--- src/rtl/bp_perf_monitor.sv ---
// bp_perf_monitor: saturating branch/miss/instruction counters, windowed snapshots and a miss-PC log FIFO.
module bp_perf_monitor #(
  parameter int CNT_WIDTH = 32,
  parameter int LOG_DEPTH = 8,
  parameter int WINDOW    = 1024
) (
  input  logic                 clk_i,
  input  logic                 rst_ni,
  input  logic                 en_i,
  input  logic                 clr_i,
  input  logic                 br_instr_i,
  input  logic                 br_misses_i,
  input  logic [31:0]          instr_i,
  input  logic [31:0]          t_instr_i,
  output logic [CNT_WIDTH-1:0] cyc_cnt_o,
  output logic [CNT_WIDTH-1:0] instr_cnt_o,
  output logic [CNT_WIDTH-1:0] br_cnt_o,
  output logic [CNT_WIDTH-1:0] miss_cnt_o,
  output logic                 win_vld_o,
  output logic [CNT_WIDTH-1:0] win_br_o,
  output logic [CNT_WIDTH-1:0] win_miss_o,
  output logic                 log_vld_o,
  output logic [31:0]          log_pc_o,
  input  logic                 log_rdy_i,
  output logic                 log_ovf_o
);
  localparam int PW = $clog2(LOG_DEPTH);
  localparam int WW = $clog2(WINDOW);
  typedef enum logic [1:0] {IDLE, RUN, HALT} state_e;
  typedef logic [CNT_WIDTH-1:0] cnt_t;
  state_e state_q, state_d;
  cnt_t cyc_q, cyc_d, instr_q, instr_d, br_q, br_d, miss_q, miss_d;
  cnt_t acc_br_q, acc_br_d, acc_miss_q, acc_miss_d, win_br_q, win_br_d, win_miss_q, win_miss_d;
  cnt_t acc_br_inc, acc_miss_inc;
  logic [WW-1:0] win_cnt_q, win_cnt_d;
  logic win_vld_q, win_vld_d, ovf_q, ovf_d;
  logic [31:0] mem_q [LOG_DEPTH];
  logic [31:0] mem_d [LOG_DEPTH];
  logic [31:0] log_pc_q, log_pc_d;
  logic [PW-1:0] wr_q, wr_d, rd_q, rd_d;
  logic [PW:0] occ_q, occ_d;
  logic run, br, miss, useful, win_close, full, pop, push;
  function automatic cnt_t sat_inc(input cnt_t c, input logic inc);
    return (inc && c != '1) ? c + 1'b1 : c;
  endfunction
  always_comb begin
    run          = state_q == RUN;
    br           = run && br_instr_i;
    miss         = br && br_misses_i;
    useful       = run && instr_i != 32'h0000_0000 && instr_i != 32'h0000_0013;
    win_close    = run && win_cnt_q == WW'(WINDOW - 1);
    state_d      = (state_q == IDLE && !en_i) ? IDLE : (en_i ? RUN : HALT);
    cyc_d        = sat_inc(cyc_q, run);
    instr_d      = sat_inc(instr_q, useful);
    br_d         = sat_inc(br_q, br);
    miss_d       = sat_inc(miss_q, miss);
    acc_br_inc   = sat_inc(acc_br_q, br);
    acc_miss_inc = sat_inc(acc_miss_q, miss);
    acc_br_d     = win_close ? '0 : acc_br_inc;
    acc_miss_d   = win_close ? '0 : acc_miss_inc;
    win_br_d     = win_close ? acc_br_inc : win_br_q;
    win_miss_d   = win_close ? acc_miss_inc : win_miss_q;
    win_cnt_d    = win_close ? '0 : (run ? win_cnt_q + 1'b1 : win_cnt_q);
    win_vld_d    = win_close;
    full         = occ_q == (PW+1)'(LOG_DEPTH);
    pop          = !clr_i && occ_q != '0 && log_rdy_i;
    // a full FIFO still accepts a push when the head leaves the same cycle
    push         = miss && (!full || pop);
    ovf_d        = ovf_q || (miss && full && !pop);
    mem_d        = mem_q;
    if (push) mem_d[wr_q] = t_instr_i;
    wr_d         = wr_q + PW'(push);
    rd_d         = rd_q + PW'(pop);
    occ_d        = occ_q + (PW+1)'(push) - (PW+1)'(pop);
    log_pc_d     = mem_d[rd_d];
    if (clr_i) begin
      state_d    = IDLE;
      cyc_d      = '0;
      instr_d    = '0;
      br_d       = '0;
      miss_d     = '0;
      acc_br_d   = '0;
      acc_miss_d = '0;
      win_br_d   = '0;
      win_miss_d = '0;
      win_cnt_d  = '0;
      win_vld_d  = 1'b0;
      ovf_d      = 1'b0;
      wr_d       = '0;
      rd_d       = '0;
      occ_d      = '0;
      log_pc_d   = '0;
    end
  end
  always_ff @(posedge clk_i) begin
    if (!rst_ni) begin
      state_q    <= IDLE;
      cyc_q      <= '0;
      instr_q    <= '0;
      br_q       <= '0;
      miss_q     <= '0;
      acc_br_q   <= '0;
      acc_miss_q <= '0;
      win_br_q   <= '0;
      win_miss_q <= '0;
      win_cnt_q  <= '0;
      win_vld_q  <= 1'b0;
      ovf_q      <= 1'b0;
      mem_q      <= '{default: '0};
      wr_q       <= '0;
      rd_q       <= '0;
      occ_q      <= '0;
      log_pc_q   <= '0;
    end else begin
      state_q    <= state_d;
      cyc_q      <= cyc_d;
      instr_q    <= instr_d;
      br_q       <= br_d;
      miss_q     <= miss_d;
      acc_br_q   <= acc_br_d;
      acc_miss_q <= acc_miss_d;
      win_br_q   <= win_br_d;
      win_miss_q <= win_miss_d;
      win_cnt_q  <= win_cnt_d;
      win_vld_q  <= win_vld_d;
      ovf_q      <= ovf_d;
      mem_q      <= mem_d;
      wr_q       <= wr_d;
      rd_q       <= rd_d;
      occ_q      <= occ_d;
      log_pc_q   <= log_pc_d;
    end
  end
  assign cyc_cnt_o   = cyc_q;
  assign instr_cnt_o = instr_q;
  assign br_cnt_o    = br_q;
  assign miss_cnt_o  = miss_q;
  assign win_vld_o   = win_vld_q;
  assign win_br_o    = win_br_q;
  assign win_miss_o  = win_miss_q;
  assign log_vld_o   = occ_q != '0;
  assign log_pc_o    = log_pc_q;
  assign log_ovf_o   = ovf_q;
endmodule

--- config.mk ---
export PLATFORM = sky130hd
export DESIGN_NAME = bp_perf_monitor
export DESIGN_NICKNAME = d
export VERILOG_FILES = /design/src/rtl/bp_perf_monitor.sv
export SDC_FILE = /design/constraint.sdc
export NUM_CORES = 1
export LEC_CHECK = 0
export ABC_CLOCK_PERIOD_IN_PS = 3200
export CAP_MARGIN = 20
export CORE_MARGIN = 4
export CORE_UTILIZATION = 40
export CTS_BUF_LIST = sky130_fd_sc_hd__clkbuf_4
export DETAILED_ROUTE_END_ITERATION = 8
export HOLD_SLACK_MARGIN = 0.02
export PLACE_DENSITY = 0.64
export RECOVER_POWER = 25
export SYNTH_ARGS = -nofsm -noshare
export SYNTH_HDL_FRONTEND = slang
export SYNTH_SLANG_ARGS = --single-unit
--- constraint.sdc ---
create_clock -name clk_i -period 3.2 [get_ports clk_i]
set_input_delay 0.48 -clock clk_i [delete_from_list [all_inputs] [get_ports clk_i]]
set_output_delay 0.48 -clock clk_i [all_outputs]
set_load 0.02 [all_outputs]
==> results by group <==
Outcome
  • Outcome: finished with violations
  • Violated checks: capacitance limit, slew limit

Critical path
  • CP top delay family: simple AND/OR/NAND/NOR gates
  • Reg2Reg Setup Slack: between 0.2 and 0.25 ns
  • WP buf/inv: 3
  • Req. time, crit path: about 4.0 ns
  • Maximum fanout along the worst path: 20
  • Critical path's slowest cell: or3_1
  • FF-to-FF Start: occ_q[2]
  • Slowest stage delay, CP: 0.33 ns
  • Crit Path Category: register to register
  • Worst R2R Path Depth: 14
  • Worst Path Arrival: 3.80 ns
  • Critical Path Start: occ_q[2]
  • R2R Path End: log_pc_o[4]
  • CP startpoint kind: register
  • CP cell instances: inv_1, ha_1, nand2_1, and3b_1, ha_1, ha_4, xor2_1, a211oi_4, nand2_1, buf_12, buf_12, o221ai_1, o22ai_1, or3_1
  • Element type at the critical path end: register

Final layout
  • Area Growth Syn to Fin: 23.42%
  • Reg area: around 11,000 µm²
  • Most common cell after layout, fill and taps aside: nand2_1
  • Fin nets: about 3,600
  • Multi-input logic area: between 10,000 and 15,000 µm²
  • Filler cells: between 6,000 and 7,000
  • Commonest non-fill, non-tap cells in the layout: nand2_1, dfxtp_1, nor2_1, clkdlybuf4s50_1, a21boi_0
  • Layout cells sized above 1: 0.09668

Pwr
  • Psw: 3.408 mW
  • Static leakage: about 10 nW
  • Sequential share of power: 0.506
  • Clk pwr share: 0.462
  • Power Total: 14.00 mW
  • Switching Share: 0.2433
  • P_int: 10.60 mW
  • Comb power frac: 0.031
  • VDD IR max: around 0.31 mV
  • PD cells: about 440 nW/µm²

Global routing
  • Met3 Use GR: 0.04959
  • Vias in the first global route: approximately 23,000
  • Top Usage Layer GRT: met2
  • Initial antenna violation count: 9
  • Global-route wire length before repair: about 120,000 µm
  • Pin count of the biggest net entering global routing: 146
  • Tot GR Track Use: 0.2287
  • Gr ovfl total: 0
  • Met1 GRT Util: 0.2896
  • GR Layer Usage met2: 0.3723

Synth
  • Post-Synthesis Cells: ~3,200
  • FFs w/ async S/R, synth: 0
  • Syn_area_per_cell: 8.031 µm²
  • Ys flop type: dfxtp_1
  • Xor/xnor share of the synthesized area: 0.06251
  • Sequential share of the synthesized area: 0.4459
  • Synth Area in Simple Gates: 0.2609
  • Syn_nets: ~3,300
  • Synthesized cell area: roughly 25,000 µm²
  • Synth warnings: 0
  • Multiplexer share of the synthesized area: 0.0007851
  • Number of synthesized flops with an enable pin: 0
  • Post-synth cell types: 70
  • Synth Register Bits: 568
  • Adder-cell area share of the yosys netlist: 0.008636
  • Largest family of logic cells by synthesized area: simple AND/OR/NAND/NOR gates
  • Synth Area in Compound Gates: 0.1796

STA
  • Achievable Freq: 334.2 MHz
  • Setup violators final: 0
  • Final Cycle Share: 0.9352
  • Slew Limit Fails: ~150
  • Setup TNS: 0 ns
  • Worst slew margin: -0.1517
  • Worst-margin pin slew: 1.728 ns
  • RSZ-0062 raised after global routing: false
  • Hold Vio Cnt, Final: 0
  • Final min period: between 2 and 3 ns
  • Setup Skew: around 0.086 ns

Place
  • Routability Congestion: 0.8391
  • Count of input and output buffers: 297
  • Dpl hpwl: between 50,000 and 60,000 µm

Drt
  • Final wirelength: just under 80,000 µm
  • DR vias/cell: 5.319
  • TritonRoute pass-1 iters: 5
  • Routed Antenna Nets: 0
  • Drt wl/cell: between 15 and 20 µm
  • Remaining DRCs: 0
  • Drt first-iter violations: about 1,600
  • Via count: around 24,000

Floorplanning
  • Die Span Y: ~260 µm
  • # IOs: roughly 300
  • Core area: approximately 63,000 µm²
  • Initial core utilization: 0.4042
  • Die Area: roughly 68,000 µm²
  • FP Rows: between 90 and 100
  • DIE WIDTH: approximately 260 µm

Clock tree
  • CTS Sinks: 568
  • CTS tree: done
  • CTS buffer count: 156
  • CTS HTree Levels: 4
  • Worst-path clk slew: roughly 0.060 ns
  • Skew-Pair Late Insertion Delay: 1.00 ns
  • Clock root buffer: clkbuf_4
  • Clock buffer depth: 3

Hold path
  • Min-delay src: t_instr_i[2]
  • Hold path depth: 3
  • Hold endpoint: mem_q[130]
  • HP Class: input pin to register

Job
  • Max cap viols: 1
==> cell usage after synthesis, types with 38 or more instances <==
master,instances,area share
o21ai_0,167,0.033
a211oi_1,69,0.020
nand3_1,111,0.022
and3_1,48,0.012
a21boi_0,227,0.067
dfxtp_1,568,0.45
nand4_1,79,0.019
xnor2_1,68,0.023
nor2_1,346,0.051
nor3_1,112,0.022
xor2_1,114,0.039
or3_1,38,0.0093
a21oi_1,70,0.014
o22ai_1,65,0.016
nand2_1,595,0.088
clkbuf_1,206,0.030
==> metrics by stage <==
stage	worst slack [ns]	utilization	hold slack, ns	area (µm²)	std cells
floorplan	0.1285	-	0.4315	25500	3175
global placement	-0.4181	0.4699	0.4389	29640	4163
detailed placement	-0.2778	0.4704	0.4451	29670	4164
CTS	0.03324	0.5010	0.2018	31600	4424
global route	0.01863	0.4989	0.2895	31470	4434
finish	0.2074	0.4989	0.3531	31470	4436
==> worst max path at each step <==
stage,end,slack (ns),depth (start not counted)
detailed placement,log_pc_o[23],-0.28,10
CTS,log_pc_o[26],0.03,12
finish,log_pc_o[4],0.21,14
global route,acc_br_q[29],0.02,7
global placement,log_pc_o[10],-0.42,10
floorplan,log_pc_o[16],0.13,14
==> final cells by class <==
| class | instances | area share |
|---|---|---|
| well taps | 846 | 0.03363 |
| repair buffers | 394 | 0.1247 |
| multi-input cells | 2340 | 0.4166 |
| inverters | 19 | 0.002266 |
| clock buffers | 207 | 0.04938 |
| flip-flops and latches | 568 | 0.3613 |
| diodes | 11 | 0.0008746 |
| clock inverters | 51 | 0.01129 |
==> power groups by stage <==
stage | clock network, mW | registers, mW | logic (mW)
global route | 7.09 | 7.09 | 0.468
global placement | 0 | 7.25 | 0.439
floorplan | 0 | 7.25 | 0.224
finish | 6.48 | 7.09 | 0.436
detailed placement | 0 | 7.25 | 0.439
CTS | 6.71 | 7.09 | 0.443
==> tightest hold or removal path, stage by stage <==
cell             delay [ns]
clkdlybuf4s50_1        0.61
nand2_1                0.12
a21boi_0               0.07
==> timing repair <==
| item | 4_1_cts | 5_1_grt |
|---|---|---|
| endpoints found under the setup margin | 0 | 1 |
| hold endpoints to repair | 5 | 0 |
| resized for setup | 0 | 1 |
| buffers inserted | 0 | 0 |
| hold buffers | 2 | 0 |
==> state kept, by name (all words and copies together), names as in the netlist <==
name / cells
mem_q: 256
acc_br_q: 32
acc_miss_q: 32
br_cnt_o: 32
cyc_cnt_o: 32
instr_cnt_o: 32
log_pc_o: 32
miss_cnt_o: 32
win_br_o: 32
win_miss_o: 32
win_cnt_q: 10
occ_q: 4
rd_q: 3
wr_q: 3
state_q: 2
log_ovf_o: 1
win_vld_o: 1
==> layer usage <==
metal  vias to the layer above  wire length, µm
met5                         -                0
met2                       706            37210
li1                      11660                -
met3                       179             4744
met1                     11050            34370
met4                         0             2906
==> cell families after synthesis <==
kind of cell | after synthesis
adders and majority gates | 17
muxes | 2
and+or+nand+nor | 1454
xor gates and xnor gates | 182
AOI/OAI and AO/OA | 685
buffers and inverters | 267
DFF | 568
Note: power is estimated with default switching activity, not from simulation.
